--- src/rtl/fifo_sync_flags.sv ---
// rtl/fifo_sync_flags.sv - single-clock FIFO with fill count, level flags, sticky errors and optional FWFT read
module fifo_sync_flags #(
    parameter int DATA_WIDTH    = 8,
    parameter int DEPTH         = 16,
    parameter int ADDR_WIDTH    = $clog2(DEPTH),
    parameter int FWFT          = 0,
    parameter int AFULL_THRESH  = DEPTH - 2,
    parameter int AEMPTY_THRESH = 2
) (
    input  logic                  i_clk,
    input  logic                  i_rst,
    input  logic                  i_wr_en,
    input  logic [DATA_WIDTH-1:0] i_wr_data,
    input  logic                  i_rd_en,
    input  logic                  i_clr_err,
    output logic [DATA_WIDTH-1:0] o_rd_data,
    output logic                  o_rd_valid,
    output logic                  o_full,
    output logic                  o_empty,
    output logic                  o_almost_full,
    output logic                  o_almost_empty,
    output logic [ADDR_WIDTH:0]   o_count,
    output logic                  o_overflow,
    output logic                  o_underflow
);

    if (DEPTH < 2 || (DEPTH & (DEPTH - 1)) != 0) begin : g_bad_depth
        $error("fifo_sync_flags: DEPTH must be a power of two >= 2");
    end
    if (AFULL_THRESH < 0 || AFULL_THRESH > DEPTH ||
        AEMPTY_THRESH < 0 || AEMPTY_THRESH > DEPTH) begin : g_bad_thresh
        $error("fifo_sync_flags: thresholds must lie in 0..DEPTH");
    end

    localparam logic [ADDR_WIDTH:0] AFULL_LVL  = (ADDR_WIDTH + 1)'(AFULL_THRESH);
    localparam logic [ADDR_WIDTH:0] AEMPTY_LVL = (ADDR_WIDTH + 1)'(AEMPTY_THRESH);
    localparam logic [ADDR_WIDTH:0] FULL_LVL   = (ADDR_WIDTH + 1)'(DEPTH);

    logic [DATA_WIDTH-1:0] mem [DEPTH];
    logic [ADDR_WIDTH:0]   wr_ptr;
    logic [ADDR_WIDTH:0]   rd_ptr;
    logic [ADDR_WIDTH:0]   count_next;
    logic                  wr_acc;
    logic                  rd_acc;

    // Acceptance uses the registered flags, so a simultaneous rd+wr on full/empty degrades to one op
    always_comb begin
        wr_acc     = i_wr_en & ~o_full;
        rd_acc     = i_rd_en & ~o_empty;
        count_next = o_count + (ADDR_WIDTH + 1)'(wr_acc) - (ADDR_WIDTH + 1)'(rd_acc);
    end

    always_ff @(posedge i_clk) begin
        if (wr_acc && !i_rst) begin
            mem[wr_ptr[ADDR_WIDTH-1:0]] <= i_wr_data;
        end
    end

    always_ff @(posedge i_clk) begin
        if (i_rst) begin
            wr_ptr         <= '0;
            rd_ptr         <= '0;
            o_count        <= '0;
            o_full         <= 1'b0;
            o_empty        <= 1'b1;
            o_almost_full  <= 1'b0;
            o_almost_empty <= 1'b1;
            o_overflow     <= 1'b0;
            o_underflow    <= 1'b0;
        end else begin
            if (wr_acc) wr_ptr <= wr_ptr + 1'b1;
            if (rd_acc) rd_ptr <= rd_ptr + 1'b1;
            o_count        <= count_next;
            o_full         <= (count_next == FULL_LVL);
            o_empty        <= (count_next == '0);
            o_almost_full  <= (count_next >= AFULL_LVL);
            o_almost_empty <= (count_next <= AEMPTY_LVL);
            // Set has priority over clear so an error in the clearing cycle is not lost
            o_overflow     <= (i_wr_en & o_full)  | (o_overflow  & ~i_clr_err);
            o_underflow    <= (i_rd_en & o_empty) | (o_underflow & ~i_clr_err);
        end
    end

    if (FWFT != 0) begin : g_fwft
        assign o_rd_data  = mem[rd_ptr[ADDR_WIDTH-1:0]];
        assign o_rd_valid = ~o_empty;
    end else begin : g_reg_read
        logic [DATA_WIDTH-1:0] rd_data_q;
        logic                  rd_valid_q;

        always_ff @(posedge i_clk) begin
            if (i_rst) begin
                rd_data_q  <= '0;
                rd_valid_q <= 1'b0;
            end else begin
                rd_valid_q <= rd_acc;
                if (rd_acc) rd_data_q <= mem[rd_ptr[ADDR_WIDTH-1:0]];
            end
        end

        assign o_rd_data  = rd_data_q;
        assign o_rd_valid = rd_valid_q;
    end

endmodule

--- config.mk ---
export PLATFORM = sky130hd
export DESIGN_NAME = fifo_sync_flags
export DESIGN_NICKNAME = d
export VERILOG_FILES = /design/src/rtl/fifo_sync_flags.sv
export SDC_FILE = /design/constraint.sdc
export NUM_CORES = 1
export LEC_CHECK = 0
export BUFFER_PORTS_ARGS = -buffer_cell sky130_fd_sc_hd__buf_2
export CELL_PAD_IN_SITES_DETAIL_PLACEMENT = 1
export CELL_PAD_IN_SITES_GLOBAL_PLACEMENT = 2
export CORE_UTILIZATION = 35
export CTS_CLUSTER_DIAMETER = 40
export DETAILED_ROUTE_END_ITERATION = 12
export PLACE_DENSITY = 0.62
export SYNTH_ARGS = -nofsm -noshare
export SYNTH_HDL_FRONTEND = slang
export SYNTH_SLANG_ARGS = --single-unit
--- constraint.sdc ---
create_clock -name i_clk -period 2.6 [get_ports i_clk]
set_input_delay 0 -clock i_clk [delete_from_list [all_inputs] [get_ports i_clk]]
set_output_delay 0 -clock i_clk [all_outputs]
set_load 0.02 [all_outputs]
==> results.sh <==
export IMPL_buffer_ports_inserted=32
export IMPL_max_cap_viol_count=0
export IMPL_summed_instance_area_of_the_synthesized_netlist_um2=6210
export IMPL_io_pin_count=33
export IMPL_synth_cells_most_frequent="edfxtp_1, mux2i_1, nor2_1"
export IMPL_hold_worst_slack_ns=0.000850
export IMPL_leading_area_contributor_after_synthesis="edfxtp_1"
export IMPL_worstSetupPathType="reg -> reg"
export IMPL_fmax_ghz=0.430
export IMPL_die_area_um2=18300
export IMPL_hold_path_startpoint="i_rst"
export IMPL_multi_input_area_um2=1660
export IMPL_clock_insertion_delay_worst_skew_ns=0.42
export IMPL_yosysTopAreaCellShare=0.619
export IMPL_yosys_warnings=0
export IMPL_finalMaxSlewViolations=0
export IMPL_insertedDiodeCount=0
export IMPL_ys_async_sr_fraction=0
export IMPL_synth_nets=439
export IMPL_ant_nets=0
export IMPL_drtPass1Iterations=4
export IMPL_die_w_um=135
export IMPL_synth_sequential_area_ratio=0.709
export IMPL_synthCells=415
export IMPL_synth_avg_cell_area_um2=15.0
export IMPL_yosys_top_cells_area="edfxtp_1, mux2i_1, dfxtp_1"
export IMPL_post_drt_via_cell_ratio=4.95
export IMPL_detailroute_wirelength_met3_um=389
export IMPL_postRouteWirelength_um=14000
export IMPL_synth_cell_type_count=33
export IMPL_cts_buffers=17
export IMPL_groute_usage_overall=0.169
export IMPL_ys_flop_type="edfxtp_1"
export IMPL_layout_area_seq_um2=4410
export IMPL_gp_congestion=0.708
export IMPL_layout_nets=509
export IMPL_worst_r2r_setup_slack_ns=0.27
export IMPL_routed_wire_length_per_instance_um=19.4
export IMPL_reg2reg_from="o_full"
export IMPL_report_final_setup_viol=0
export IMPL_hold_crit_path_type="in -> reg"
export IMPL_num_fill_cells=1765
export IMPL_r2r_end="o_empty"
export IMPL_critical_path_rt_ns=2.92
export IMPL_areaGrowthSynthToFinish_pct=21.9
export IMPL_reg2reg_path_depth=10
export IMPL_top_layer="met4"
export IMPL_global_route_wire_length_before_repair_um=22000
export IMPL_crit_path_max_fanout=5
export IMPL_placement_rows=48
export IMPL_post_route_drc_count=0
export IMPL_number_of_synthesized_register_bits=156
export IMPL_finClkSkew_ns=0.00796
export IMPL_tritoncts_clock_tree="done"
export IMPL_max_slew_margin=0.535
export IMPL_clock_transition_time_at_the_flip_flop_clock_pins_of_the_worst_setup_and_hold_paths_ns=0.06
export IMPL_arrival_ns=2.64
export IMPL_yosys_cell_count_top_type="edfxtp_1"
export IMPL_detailedRoute_firstIterationViolations=209
export IMPL_via_count=3582
export IMPL_grt_setup_unrepaired="false"
export IMPL_layout_drive_gt1_share=0.197
export IMPL_htree_levels=4
export IMPL_cts_root_buffer="clkbuf_16"
export IMPL_synth_enable_flop_cells=128
export IMPL_cts_path_max_buffers=2
export IMPL_buffer_count_from_post_cts_setup_fixing=0
export IMPL_detailed_place_hpwl_um=9030
export IMPL_grt_start_max_net_pins=28
export IMPL_wl_met1_um=6400
export IMPL_clock_sinks=156
export IMPL_routed_wl_met2_um=6870
export IMPL_worst_path_cell_chain="nor2b_1 > inv_1 > ha_1 > inv_1 > ha_1 > fa_1 > a21o_1 > a21oi_1 > xnor2_1 > a41o_1"
export IMPL_hold_end="rd_ptr[1]"
export IMPL_max_vdd_ir_drop_uv=503
export IMPL_leakagePower_nw=2.59
export IMPL_period_share=0.894
export IMPL_timing_critical_path_to_type="flop"
export IMPL_timing_critical_path_slowest_stage_cell="fa_1"
export IMPL_period_minus_slack_ns=2.33
export IMPL_grt_overflow_total=0
export IMPL_floorplan_initialDensity=0.359
export IMPL_timing_final_hold_violations=0
export IMPL_power_density_nw_per_um2=901
export IMPL_antenna_found_initial=0
export IMPL_setup_tns_ns=0
export IMPL_slowest_delay_ns=0.41
export IMPL_timing_critical_path_from_type="flop"
export IMPL_die_height_um=135
export IMPL_placeableCoreArea_um2=17300
export IMPL_final_util=0.438
export IMPL_outcome="completed"
export IMPL_number_of_global_route_vias_before_repair=3800
export IMPL_min_delay_path_depth=2
export IMPL_worstMarginPinSlew_ns=0.698
## kinds of logic (layout without fill, tap and decap cells)
kind of cell    Yosys count  count (layout)  synth area share
compound gates           41              41            0.0453
xor+xnor                 10              10            0.0141
fa+ha+maj                11              11            0.0234
buf+inv                  29             112            0.0244
flops                   156             156             0.709
mux                      64              64             0.107
simple gates            104             104            0.0767
## worst max-delay path: cells and delay by family (launching register included)
family | cells | cell delay [ns]
adders and majority gates | 3 | 0.87
xor gates and xnor gates | 1 | 0.17
DFF | 1 | 0.32
AOI/OAI and AO/OA | 3 | 0.61
buffers and inverters | 2 | 0.10
and+or+nand+nor | 1 | 0.15
## layer usage
layer	global-route usage	vias up
met5	0	-
met4	0.0799	0
met3	0.0344	24
met2	0.279	55
met1	0.212	1823
li1	-	1680
## cell type report
class | instances | share of cell area
clock inverters | 12 | 0.0317
multi-input cells | 230 | 0.219
inverters | 9 | 0.00446
well taps | 225 | 0.0372
clock buffers | 20 | 0.0603
repair buffers | 71 | 0.0654
flip-flops and latches | 156 | 0.582
## worst max-delay path by stage
stage / startpoint / to / slack [ns] / cells after the start
2_1_floorplan: o_full / o_empty / 0.08 / 11
3_3_place_gp: o_full / o_empty / 0.28 / 10
3_5_place_dp: o_full / o_empty / 0.27 / 10
4_1_cts: o_full / o_empty / 0.25 / 10
5_1_grt: o_full / o_empty / 0.11 / 10
6_report: o_full / o_empty / 0.27 / 10
## registers in the layout, indices dropped and copies added, names as in the netlist
register        flops
o_almost_empty      1
o_almost_full       1
rd_ptr              4
o_empty             1
o_rd_data           8
o_rd_valid          1
o_full              1
o_count             5
wr_ptr              4
mem               128
o_underflow         1
o_overflow          1
## timing repair
action                    in CTS  in global routing
hold endpoints to repair     130                  0
gates resized for setup        0                  0
hold buffers                  12                  0
## through the flow
step                instance area, µm²  worst slack, ns  cells  total power [W]
floorplan                         6210           0.0850    415          0.00363
global placement                  6760            0.279    679          0.00395
detailed placement                6760            0.268    679          0.00397
CTS                               7570            0.251    723          0.00690
global route                      7570            0.109    723          0.00711
finish                            7570            0.274    723          0.00682
## where the power goes
group	switching [W]	internal (W)
Sequential	0.0000858	0.00284
Clock	0.000956	0.00194
Combinational	0.000611	0.000382
## placed cells by master, fill, tap and decap left out, types with 2 or more instances in the layout
cell type / netlist / final
nor2b_1: 7 / 7
xor2_1: 6 / 6
inv_1: 9 / 9
clkbuf_8: 0 / 2
dlygate4sd3_1: 0 / 12
nand4_1: 2 / 2
buf_2: 7 / 32
dfxtp_1: 28 / 27
clkbuf_16: 0 / 17
buf_4: 5 / 26
edfxtp_1: 128 / 128
nand2_1: 32 / 32
mux2i_1: 62 / 62
clkinv_2: 0 / 2
xnor2_1: 4 / 4
a22oi_1: 17 / 17
a21o_1: 2 / 2
nor2_1: 34 / 34
ha_1: 10 / 10
mux4_2: 2 / 2
bufinv_16: 0 / 7
a21oi_2: 4 / 4
nand3_1: 22 / 22
a41o_1: 2 / 2
a21oi_1: 14 / 14
Power figures use the tool's default switching activity.
